===== config.mk =====
export PLATFORM = sky130hd
export DESIGN_NAME = pll_lock_sequencer
export DESIGN_NICKNAME = d
export VERILOG_FILES = /design/src/rtl/pll_seq_pkg.sv /design/src/rtl/sync_2ff.sv /design/src/rtl/pll_lock_sequencer.sv
export SDC_FILE = /design/constraint.sdc
export NUM_CORES = 1
export LEC_CHECK = 0
export ABC_AREA = 1
export CELL_PAD_IN_SITES_DETAIL_PLACEMENT = 1
export CELL_PAD_IN_SITES_GLOBAL_PLACEMENT = 2
export CORE_UTILIZATION = 37
export DETAILED_ROUTE_END_ITERATION = 8
export PLACE_DENSITY = 0.86
export SLEW_MARGIN = 10
export SYNTH_ARGS = -nofsm -noshare
export SYNTH_HDL_FRONTEND = slang
export SYNTH_SLANG_ARGS = --single-unit
export TNS_END_PERCENT = 50

===== constraint.sdc =====
create_clock -name clk -period 3.4 [get_ports clk]
set_clock_uncertainty 0.2 [all_clocks]
set_input_delay 0.34 -clock clk [delete_from_list [all_inputs] [get_ports clk]]
set_output_delay 0.34 -clock clk [all_outputs]
set_load 0.005 [all_outputs]

===== src/rtl/pll_seq_pkg.sv =====
// Shared definitions for the PLL lock sequencer: state encoding, default
// timing constants and a small helper used to size the shared counter.
package pll_seq_pkg;

  typedef enum logic [2:0] {
    ST_HOLD      = 3'd0,
    ST_WAIT_LOCK = 3'd1,
    ST_STABLE    = 3'd2,
    ST_RUN       = 3'd3,
    ST_FAIL      = 3'd4
  } seq_state_e;

  localparam int unsigned DEF_RST_CYCLES    = 16;
  localparam int unsigned DEF_LOCK_TIMEOUT  = 4096;
  localparam int unsigned DEF_STABLE_CYCLES = 256;
  localparam int unsigned DEF_MAX_RETRY     = 3;

  // Largest of three durations; one counter serves every timed state.
  function automatic int unsigned max3(input int unsigned a,
                                       input int unsigned b,
                                       input int unsigned c);
    int unsigned m;
    m = a;
    if (b > m) m = b;
    if (c > m) m = c;
    return m;
  endfunction

endpackage


===== src/rtl/sync_2ff.sv =====
// Two-flop synchronizer for slow asynchronous status inputs (lock, power-good,
// etc). Output trails the input by two clk edges; both stages clear on reset so
// a freshly reset consumer never sees a stale asserted status.
module sync_2ff #(
  parameter int unsigned WIDTH = 1
) (
  input  logic             clk,
  input  logic             reset,
  input  logic [WIDTH-1:0] d,
  output logic [WIDTH-1:0] q
);

  logic [WIDTH-1:0] meta_q;
  logic [WIDTH-1:0] sync_q;

  // Metastability stage followed by the stable output stage.
  always_ff @(posedge clk or posedge reset) begin
    if (reset) begin
      meta_q <= '0;
      sync_q <= '0;
    end else begin
      meta_q <= d;
      sync_q <= meta_q;
    end
  end

  assign q = sync_q;

endmodule


===== src/rtl/pll_lock_sequencer.sv =====
// PLL bring-up sequencer: holds the PLL in reset, waits for lock with a
// bounded timeout and retry budget, requires a stable lock window before
// releasing downstream reset, and re-runs the sequence on loss of lock.
//
//   state      | meaning
//   -----------+------------------------------------------------------------
//   HOLD       | PLL RESETB low for RST_CYCLES, downstream held in reset
//   WAIT_LOCK  | PLL running, waiting up to LOCK_TIMEOUT for synced lock
//   STABLE     | lock seen, counting STABLE_CYCLES consecutive locked cycles
//   RUN        | lock qualified, downstream released, ready high
//   FAIL       | retry budget spent, PLL parked in reset until relock_req
module pll_lock_sequencer
  import pll_seq_pkg::*;
#(
  parameter int unsigned RST_CYCLES    = DEF_RST_CYCLES,
  parameter int unsigned LOCK_TIMEOUT  = DEF_LOCK_TIMEOUT,
  parameter int unsigned STABLE_CYCLES = DEF_STABLE_CYCLES,
  parameter int unsigned MAX_RETRY     = DEF_MAX_RETRY
) (
  input  logic       clk,
  input  logic       reset,
  input  logic       pll_locked,
  input  logic       relock_req,
  output logic       pll_resetb,
  output logic       sys_reset,
  output logic       ready,
  output logic       lock_lost,
  output logic       fail,
  output logic [1:0] retry_cnt
);

  localparam int unsigned CNT_MAX = max3(RST_CYCLES, LOCK_TIMEOUT, STABLE_CYCLES);
  localparam int unsigned CNT_W   = (CNT_MAX > 1) ? $clog2(CNT_MAX) : 1;

  // Terminal counts: a state lasting N cycles exits when the counter shows N-1.
  localparam logic [CNT_W-1:0] RST_TC     = CNT_W'(RST_CYCLES - 1);
  localparam logic [CNT_W-1:0] TIMEOUT_TC = CNT_W'(LOCK_TIMEOUT - 1);
  localparam logic [CNT_W-1:0] STABLE_TC  = CNT_W'(STABLE_CYCLES - 1);

  logic             lock_s;

  seq_state_e       state_q, state_d;
  logic [CNT_W-1:0] cnt_q, cnt_d, cnt_inc;
  logic [1:0]       retry_q, retry_d, retry_inc;
  logic             retry_exhausted;

  logic             pll_resetb_q, pll_resetb_d;
  logic             sys_reset_q, sys_reset_d;
  logic             ready_q, ready_d;
  logic             lock_lost_q, lock_lost_d;
  logic             fail_q, fail_d;

  // The raw LOCK pin is asynchronous to clk; only lock_s is used below.
  sync_2ff #(
    .WIDTH(1)
  ) u_lock_sync (
    .clk   (clk),
    .reset (reset),
    .d     (pll_locked),
    .q     (lock_s)
  );

  // Saturating increments so neither the counter nor the retry count can wrap.
  always_comb begin
    cnt_inc         = (cnt_q == {CNT_W{1'b1}}) ? cnt_q : cnt_q + CNT_W'(1);
    retry_inc       = (retry_q == 2'd3) ? retry_q : retry_q + 2'd1;
    retry_exhausted = ({30'd0, retry_inc} >= MAX_RETRY);
  end

  // Next-state, counter and retry bookkeeping; relock_req overrides last.
  always_comb begin
    state_d     = state_q;
    cnt_d       = cnt_inc;
    retry_d     = retry_q;
    lock_lost_d = 1'b0;

    case (state_q)
      ST_HOLD: begin
        if (cnt_q >= RST_TC) begin
          state_d = ST_WAIT_LOCK;
          cnt_d   = '0;
        end
      end

      ST_WAIT_LOCK: begin
        if (lock_s) begin
          state_d = ST_STABLE;
          cnt_d   = '0;
        end else if (cnt_q >= TIMEOUT_TC) begin
          cnt_d   = '0;
          retry_d = retry_inc;
          state_d = retry_exhausted ? ST_FAIL : ST_HOLD;
        end
      end

      ST_STABLE: begin
        // A dropout is not a timeout: go back and wait again, budget untouched.
        if (!lock_s) begin
          state_d = ST_WAIT_LOCK;
          cnt_d   = '0;
        end else if (cnt_q >= STABLE_TC) begin
          state_d = ST_RUN;
          cnt_d   = '0;
          retry_d = '0;
        end
      end

      ST_RUN: begin
        cnt_d   = '0;
        retry_d = '0;
        if (!lock_s) begin
          lock_lost_d = 1'b1;
          state_d     = ST_HOLD;
        end
      end

      ST_FAIL: begin
        cnt_d = '0;
      end

      default: begin
        state_d = ST_HOLD;
        cnt_d   = '0;
      end
    endcase

    // Relock restarts from HOLD; a relock during HOLD would only extend it.
    // lock_lost keeps its value so a coincident lock drop in RUN still reports.
    if (relock_req && (state_q != ST_HOLD)) begin
      state_d = ST_HOLD;
      cnt_d   = '0;
      retry_d = '0;
    end
  end

  // Outputs are decoded from the next state so they change on the same edge.
  always_comb begin
    pll_resetb_d = (state_d == ST_WAIT_LOCK) || (state_d == ST_STABLE) ||
                   (state_d == ST_RUN);
    sys_reset_d  = (state_d != ST_RUN);
    ready_d      = (state_d == ST_RUN);
    fail_d       = (state_d == ST_FAIL);
  end

  // State, counter and retry registers.
  always_ff @(posedge clk or posedge reset) begin
    if (reset) begin
      state_q <= ST_HOLD;
      cnt_q   <= '0;
      retry_q <= '0;
    end else begin
      state_q <= state_d;
      cnt_q   <= cnt_d;
      retry_q <= retry_d;
    end
  end

  // Registered outputs; reset values put the PLL and downstream into reset.
  always_ff @(posedge clk or posedge reset) begin
    if (reset) begin
      pll_resetb_q <= 1'b0;
      sys_reset_q  <= 1'b1;
      ready_q      <= 1'b0;
      lock_lost_q  <= 1'b0;
      fail_q       <= 1'b0;
    end else begin
      pll_resetb_q <= pll_resetb_d;
      sys_reset_q  <= sys_reset_d;
      ready_q      <= ready_d;
      lock_lost_q  <= lock_lost_d;
      fail_q       <= fail_d;
    end
  end

  assign pll_resetb = pll_resetb_q;
  assign sys_reset  = sys_reset_q;
  assign ready      = ready_q;
  assign lock_lost  = lock_lost_q;
  assign fail       = fail_q;
  assign retry_cnt  = retry_q;

endmodule


==> flow_summary_export.csv, run 1 <==
group,metric,value,unit
run_status,status,"completed",
clocking,cts_max_level,1,
timing,slew_headroom,36.7,%
final_layout,layout_commonest_cell,"nand2_1",
clocking,clk_latency,0.27,ns
timing,fin_setup_tns,0,ns
yosys,netlist_top_cells_area,"dfrtp_1 (42%), nand2_1 (9.6%), inv_1 (5.5%)",
die,placeableCoreArea,3440,sq um
timing,max_freq,435,MHz
critical_path,crit_fanout,13,
yosys,yosysWarnings,0,
placement,gp_congestion,0.741,
die,fp.dieH,62.8,microns
placement,portBuffers,10,
yosys,synth-main-ff-cell,"dfrtp_1",
yosys,ys_ff_latch,24,
routing,avgRoutedWirePerCell,13.5,microns
routing,wirelength,2950,microns
clocking,cts.sinks,24,
critical_path,slowest_delay,0.44,ns
power_and_ir_drop,power,892,uW
job,max-cap-violations,0,
yosys,avgSynthCellArea,8.44,sq um
die,dieArea,3940,sq um
yosys,synth_cell_type_count,30,
global_routing,antenna_found_initial,0,
critical_path,slowest_stage,"nand2_1",
power_and_ir_drop,vdd_drop_max,279,uV
timing,hold_violations,0,
final_layout,diodes,0,
die,die_w,62.8,microns
final_layout,nets,179,
critical_path,crit_buf_inv,1,
placement,hpwl,2210,microns
yosys,synth_fp_nets,167,
critical_path,crit_chain,"ha_1 > nand3_1 > inv_1 > nand3_2 > nand2_1 > nand3_1 > nand2_1 > a21oi_1",
final_layout,fin_util,44.7,%
final_layout,drive_above_1_share,17.9,%
yosys,synthArstFlopShare,100,%
clocking,ctsHoldBuffers,0,
yosys,synth_top_area_share,42.1,%
routing,ant_nets,0,
die,num_rows,21,
clocking,cts.path.max_buffers,2,
critical_path,critPathLaunchType,"register",
global_routing,grt.overflow.total,0,
critical_path,cp_top_family,"simple AND/OR/NAND/NOR gates",
global_routing,grt_max_degree,25,
clocking,cts_tree,"done",
clocking,cts_root_buf,"clkbuf_8",
timing,period_needed,2.30,ns
timing,tightest_slew,0.948,ns
power_and_ir_drop,p_per_area,580,nW/um^2
yosys,synth-seq-area-share,44.0,%
routing,first_pass_iters,4,
timing,final-setup-viol-count,0,
timing,rsz0062_at_grt,"false",
global_routing,grt_pass1_vias,1125,
critical_path,crit_path_end_kind,"register",
timing,maxSlewViolCount,0,
yosys,synth_edf_count,0,
critical_path,cp.required,3.33,ns
hold_path,hp-class,"register to register",
clocking,cts_buffers,3,
timing,fin_hold_ws,0.157,ns
routing,route.detailed.drc,0,
clocking,clkTransAtPathRegs,0.08,ns
yosys,synth_top_area_cell,"dfrtp_1",
routing,viasPerCell,4.94,
global_routing,grt_use_total,17.1,%
yosys,synthCells,162,
critical_path,crit_type,"register to register",
clocking,post_cts_buffers,0,
yosys,synth.cell_area,1370,sq um
routing,vias,1081,
die,pin_count,11,
critical_path,worst_ep_arrival_time,2.22,ns
clocking,postCtsResizedCells,0,
power_and_ir_drop,leakage,0.000761,uW
die,start_util,39.7,%
final_layout,final_cell_mix,"nand2_1 (35), dfrtp_1 (23), inv_1 (20), nand3_1 (14), nor2_1 (12)",
routing,drt_iter0_drc,31,
final_layout,areaGrowthSynthToFinish,12.4,%
global_routing,grt_pass1_wl,5190,microns
timing,fin_crit_sh,67.5,%
[through the flow]
step / cells / setup WS, ns / area, sq um
after floorplan: 162 / 1.71 / 1370
after global placement: 215 / 1.21 / 1480
after detailed placement: 215 / 1.11 / 1480
after CTS: 219 / 1.09 / 1540
after global routing: 219 / 0.922 / 1540
final: 219 / 1.10 / 1540
[where the power goes]
group / internal (uW) / switching (uW) / total, uW / leakage [uW]
clock: 103 / 90.9 / 194 / 0.0000288
sequential: 332 / 49.2 / 381 / 0.000318
combinational: 123 / 193 / 316 / 0.000415
[flip-flops by register name, indices dropped and copies added, names as in the netlist]
signal / count
sys_reset: 1
retry_cnt: 2
pll_resetb: 1
lock_lost: 1
u_lock_sync.meta_q: 1
fail: 1
ready: 1
state_q: 3
u_lock_sync.q: 1
cnt_q: 12
[path summary, 6_finish.rpt]
check                                    from       endpoint  slack (ns)  cells past startpoint
max reg2reg                          cnt_q[0]      cnt_q[11]        1.10                      8
min reg2reg                u_lock_sync.meta_q  u_lock_sync.q        0.16                      0
min in group asynchronous               reset  u_lock_sync.q        0.38                      2
max                                  cnt_q[0]      cnt_q[11]        1.10                      8
min                        u_lock_sync.meta_q  u_lock_sync.q        0.16                      0
max in group asynchronous               reset      cnt_q[11]        2.04                      2
[cell usage after synthesis (3+ instances only)]
cell and instances:
nand3_1 14, dfrtp_1 23, a21oi_2 4, a21oi_1 5, xor2_1 5, inv_2 3
nor2_2 8, inv_1 20, nor2_1 12, nand2_1 35, nand4_1 6, nor2_4 3
[final cells by class]
type	count	area [sq um]
tap	46	57.6
inverter	24	92.6
timing repair buffer	10	100
fill	425	1900
clock buffer	4	55.1
sequential	24	602
multi-input combinational	111	631
[cell families after synthesis]
family | Yosys count | synth area share (%)
AOI/OAI and AO/OA | 14 | 6.50
xor gates and xnor gates | 7 | 4.48
adders and majority gates | 1 | 0.915
buffers and inverters | 27 | 9.88
DFF | 24 | 44.0
muxes | 1 | 0.732
and+or+nand+nor | 88 | 33.5
[routing by layer]
metal  GRT usage (%)  wire [microns]  vias to the layer above
met5               0               0                        -
met4            7.85              51                        0
met3            2.74              54                        4
met2            26.8            1330                       12
met1            23.0            1510                      525
li1                -               -                      540
Power figures use the tool's default switching activity.
==> inputs of run 2 (changes only) <==
--- a/config.mk
+++ b/config.mk
@@ -8,9 +8,9 @@
 export ABC_AREA = 1
 export CELL_PAD_IN_SITES_DETAIL_PLACEMENT = 1
 export CELL_PAD_IN_SITES_GLOBAL_PLACEMENT = 2
-export CORE_UTILIZATION = 37
+export CORE_UTILIZATION = 31
 export DETAILED_ROUTE_END_ITERATION = 8
-export PLACE_DENSITY = 0.86
+export PLACE_DENSITY = 0.78
 export SLEW_MARGIN = 10
 export SYNTH_ARGS = -nofsm -noshare
 export SYNTH_HDL_FRONTEND = slang
==> constraint.sdc (replaced) <==
create_clock -name clk -period 2 [get_ports clk]
set_clock_uncertainty 0.2 [all_clocks]
set_input_delay 0.2 -clock clk [delete_from_list [all_inputs] [get_ports clk]]
set_output_delay 0.2 -clock clk [all_outputs]
set_load 0.005 [all_outputs]
==> run 2 against run 1 <==
  * Die area increased by 19%
  * Sequential share of layout area decreased by 0.93 points
  * Maximum frequency increased by 26%
  * Sequential cell count unchanged
  * Critical endpoint unchanged
  * Clock power increased by 53%
  * Global-route usage decreased by 2.4 points
  * Hold slack got worse by 0.083 ns
  * Final area increased by 2.4%
  * Count of clock-buffer cells in the layout unchanged
  * Final cell count increased by 3.2%
  * Routed wire length increased by 3.0%
  * Via count increased by 1.8%
==> flow_summary_export.csv, run 2 (same netlist as run 1, synthesis figures left out) <==
group,metric,value,unit
timing,maxSlewViolCount,0,
die,fp.dieH,68.4,microns
routing,drt_iter0_drc,17,
critical_path,critPathLaunchType,"register",
die,dieArea,4680,sq um
final_layout,fin_util,38.3,%
critical_path,slowest_delay,0.39,ns
die,num_rows,23,
timing,fin_setup_tns,0,ns
power_and_ir_drop,p_per_area,1000,nW/um^2
clocking,cts_buffers,3,
power_and_ir_drop,leakage,0.000772,uW
critical_path,slowest_stage,"dfrtp_1",
clocking,clkTransAtPathRegs,0.09,ns
final_layout,regMostFlops,"cnt_q",
clocking,cts_max_level,1,
global_routing,antenna_found_initial,0,
critical_path,cp_top_family,"simple AND/OR/NAND/NOR gates",
placement,gp_congestion,0.715,
critical_path,reg2reg_setup_slack,0.17,ns
critical_path,crit_type,"register to register",
critical_path,reg2regPathDepth,9,
routing,first_pass_iters,4,
routing,ant_nets,0,
clocking,cts.sinks,24,
routing,wirelength,3040,microns
timing,fin_crit_sh,91.5,%
final_layout,final_area,1580,sq um
timing,fin_hold_ws,0.0739,ns
die,placeableCoreArea,4120,sq um
routing,met1_length,1440,microns
final_layout,drive_above_1_share,20.5,%
critical_path,crit_path_end_kind,"register",
clocking,cts_root_buf,"clkbuf_8",
global_routing,grt.overflow.total,0,
placement,place_area,1520,sq um
job,max-cap-violations,0,
critical_path,worst_ep_arrival_time,1.78,ns
critical_path,cp.required,1.96,ns
critical_path,crit_fanout,11,
power_and_ir_drop,vdd_drop_max,487,uV
timing,rsz0062_at_grt,"false",
clocking,clk_latency,0.26,ns
die,die_w,68.4,microns
placement,hpwl,2340,microns
final_layout,largest_reg_flops,12,
clocking,cts_tree,"done",
critical_path,timing.rr.start,"cnt_q[0]",
final_layout,final_cell_mix,"nand2_1 (34), dfrtp_1 (23), inv_1 (19), nand3_1 (13), nor2_1 (12)",
global_routing,grt_use_total,14.7,%
timing,max_freq,547,MHz
final_layout,diodes,0,
clocking,ctsHoldBuffers,0,
hold_path,hp-class,"primary input to async pin",
die,start_util,33.2,%
final_layout,areaGrowthSynthToFinish,15.2,%
critical_path,reg2reg_to,"cnt_q[11]",
global_routing,grt_pass1_vias,1108,
run_status,status,"completed",
routing,route.met2.wl,1530,microns
routing,avgRoutedWirePerCell,13.4,microns
timing,tightest_slew,0.323,ns
timing,hold_violations,0,
final_layout,nets,182,
critical_path,crit_buf_inv,2,
clocking,cts.path.max_buffers,2,
routing,route.met3.wl,44,microns
critical_path,crit_chain,"ha_1 > nand3_2 > inv_2 > nand3_2 > nand2_1 > nand3_1 > nand2_1 > buf_12 > a21oi_1",
timing,period_needed,1.83,ns
routing,vias,1100,
final_layout,layout_commonest_cell,"nand2_1",
routing,viasPerCell,4.87,
routing,dr.max_layer_used,"met4",
final_layout,n_fill_cell,504,
die,pin_count,11,
timing,slew_headroom,78.4,%
placement,portBuffers,10,
global_routing,grt_pass1_wl,5040,microns
global_routing,grt_max_degree,25,
timing,final-setup-viol-count,0,
routing,route.detailed.drc,0,
==> run 2: cell count changes in the layout (fill, tap and decap cells not counted), sizes merged <==
cell and delta:
buf +3
==> run 2: routing by layer <==
metal,up-vias,global-route usage [%]
met2,8,24.1
met1,546,19.8
met3,2,2.50
met5,-,0
li1,544,-
met4,0,3.91
==> run 2: per-stage QoR <==
step / power (uW) / std cells / worst slack, ns
after floorplan: 1080 / 162 / 0.312
final: 1580 / 226 / 0.171
after global placement: 1260 / 222 / 0.190
after CTS: 1600 / 226 / 0.0822
after global routing: 1710 / 226 / 0.0329
after detailed placement: 1290 / 222 / 0.103
==> run 2: cell type report <==
| class | instances | area (sq um) | area share [%] |
|---|---|---|---|
| timing repair buffer | 13 | 135 | 8.58 |
| clock buffer | 4 | 45.0 | 2.86 |
| multi-input combinational | 111 | 638 | 40.5 |
| sequential | 24 | 602 | 38.2 |
| tap | 50 | 62.6 | 3.97 |
| inverter | 24 | 92.6 | 5.88 |
==> run 2: worst min-delay path: cells and delay by family <==
| kind | cells | cell delay, ns |
|---|---|---|
| buf+inv | 3 | 0.74 |
==> run 2: timing repair <==
item / CTS / global route
gates resized for setup: 0 / 3
setup endpoints to repair: 0 / 13
setup buffers: 0 / 0
hold endpoints to repair: 0 / 0
==> run 2: worst max-delay path by stage <==
stage	endpoint	slack [ns]	start	depth (start not counted)
floorplan	cnt_q[4]	0.31	cnt_q[0]	9
global placement	cnt_q[1]	0.19	cnt_q[0]	7
detailed placement	cnt_q[11]	0.10	cnt_q[0]	9
CTS	cnt_q[11]	0.08	cnt_q[0]	9
global route	cnt_q[11]	0.03	cnt_q[0]	9
finish	cnt_q[11]	0.17	cnt_q[0]	9
==> run 2: power by group <==
group	total, uW	switching (uW)	internal, uW
registers	650	85.4	565
clock network	296	154	142
logic	630	348	282
==> inputs of run 3 (changes only) <==
--- a/config.mk
+++ b/config.mk
@@ -10,6 +10,7 @@
 export CELL_PAD_IN_SITES_GLOBAL_PLACEMENT = 2
 export CORE_UTILIZATION = 31
 export DETAILED_ROUTE_END_ITERATION = 8
+export GPL_TIMING_DRIVEN = 1
 export PLACE_DENSITY = 0.78
 export SLEW_MARGIN = 10
 export SYNTH_ARGS = -nofsm -noshare
==> results of run 3 <==
No change in the layout: final DEF, timing and power equal those of run 2.
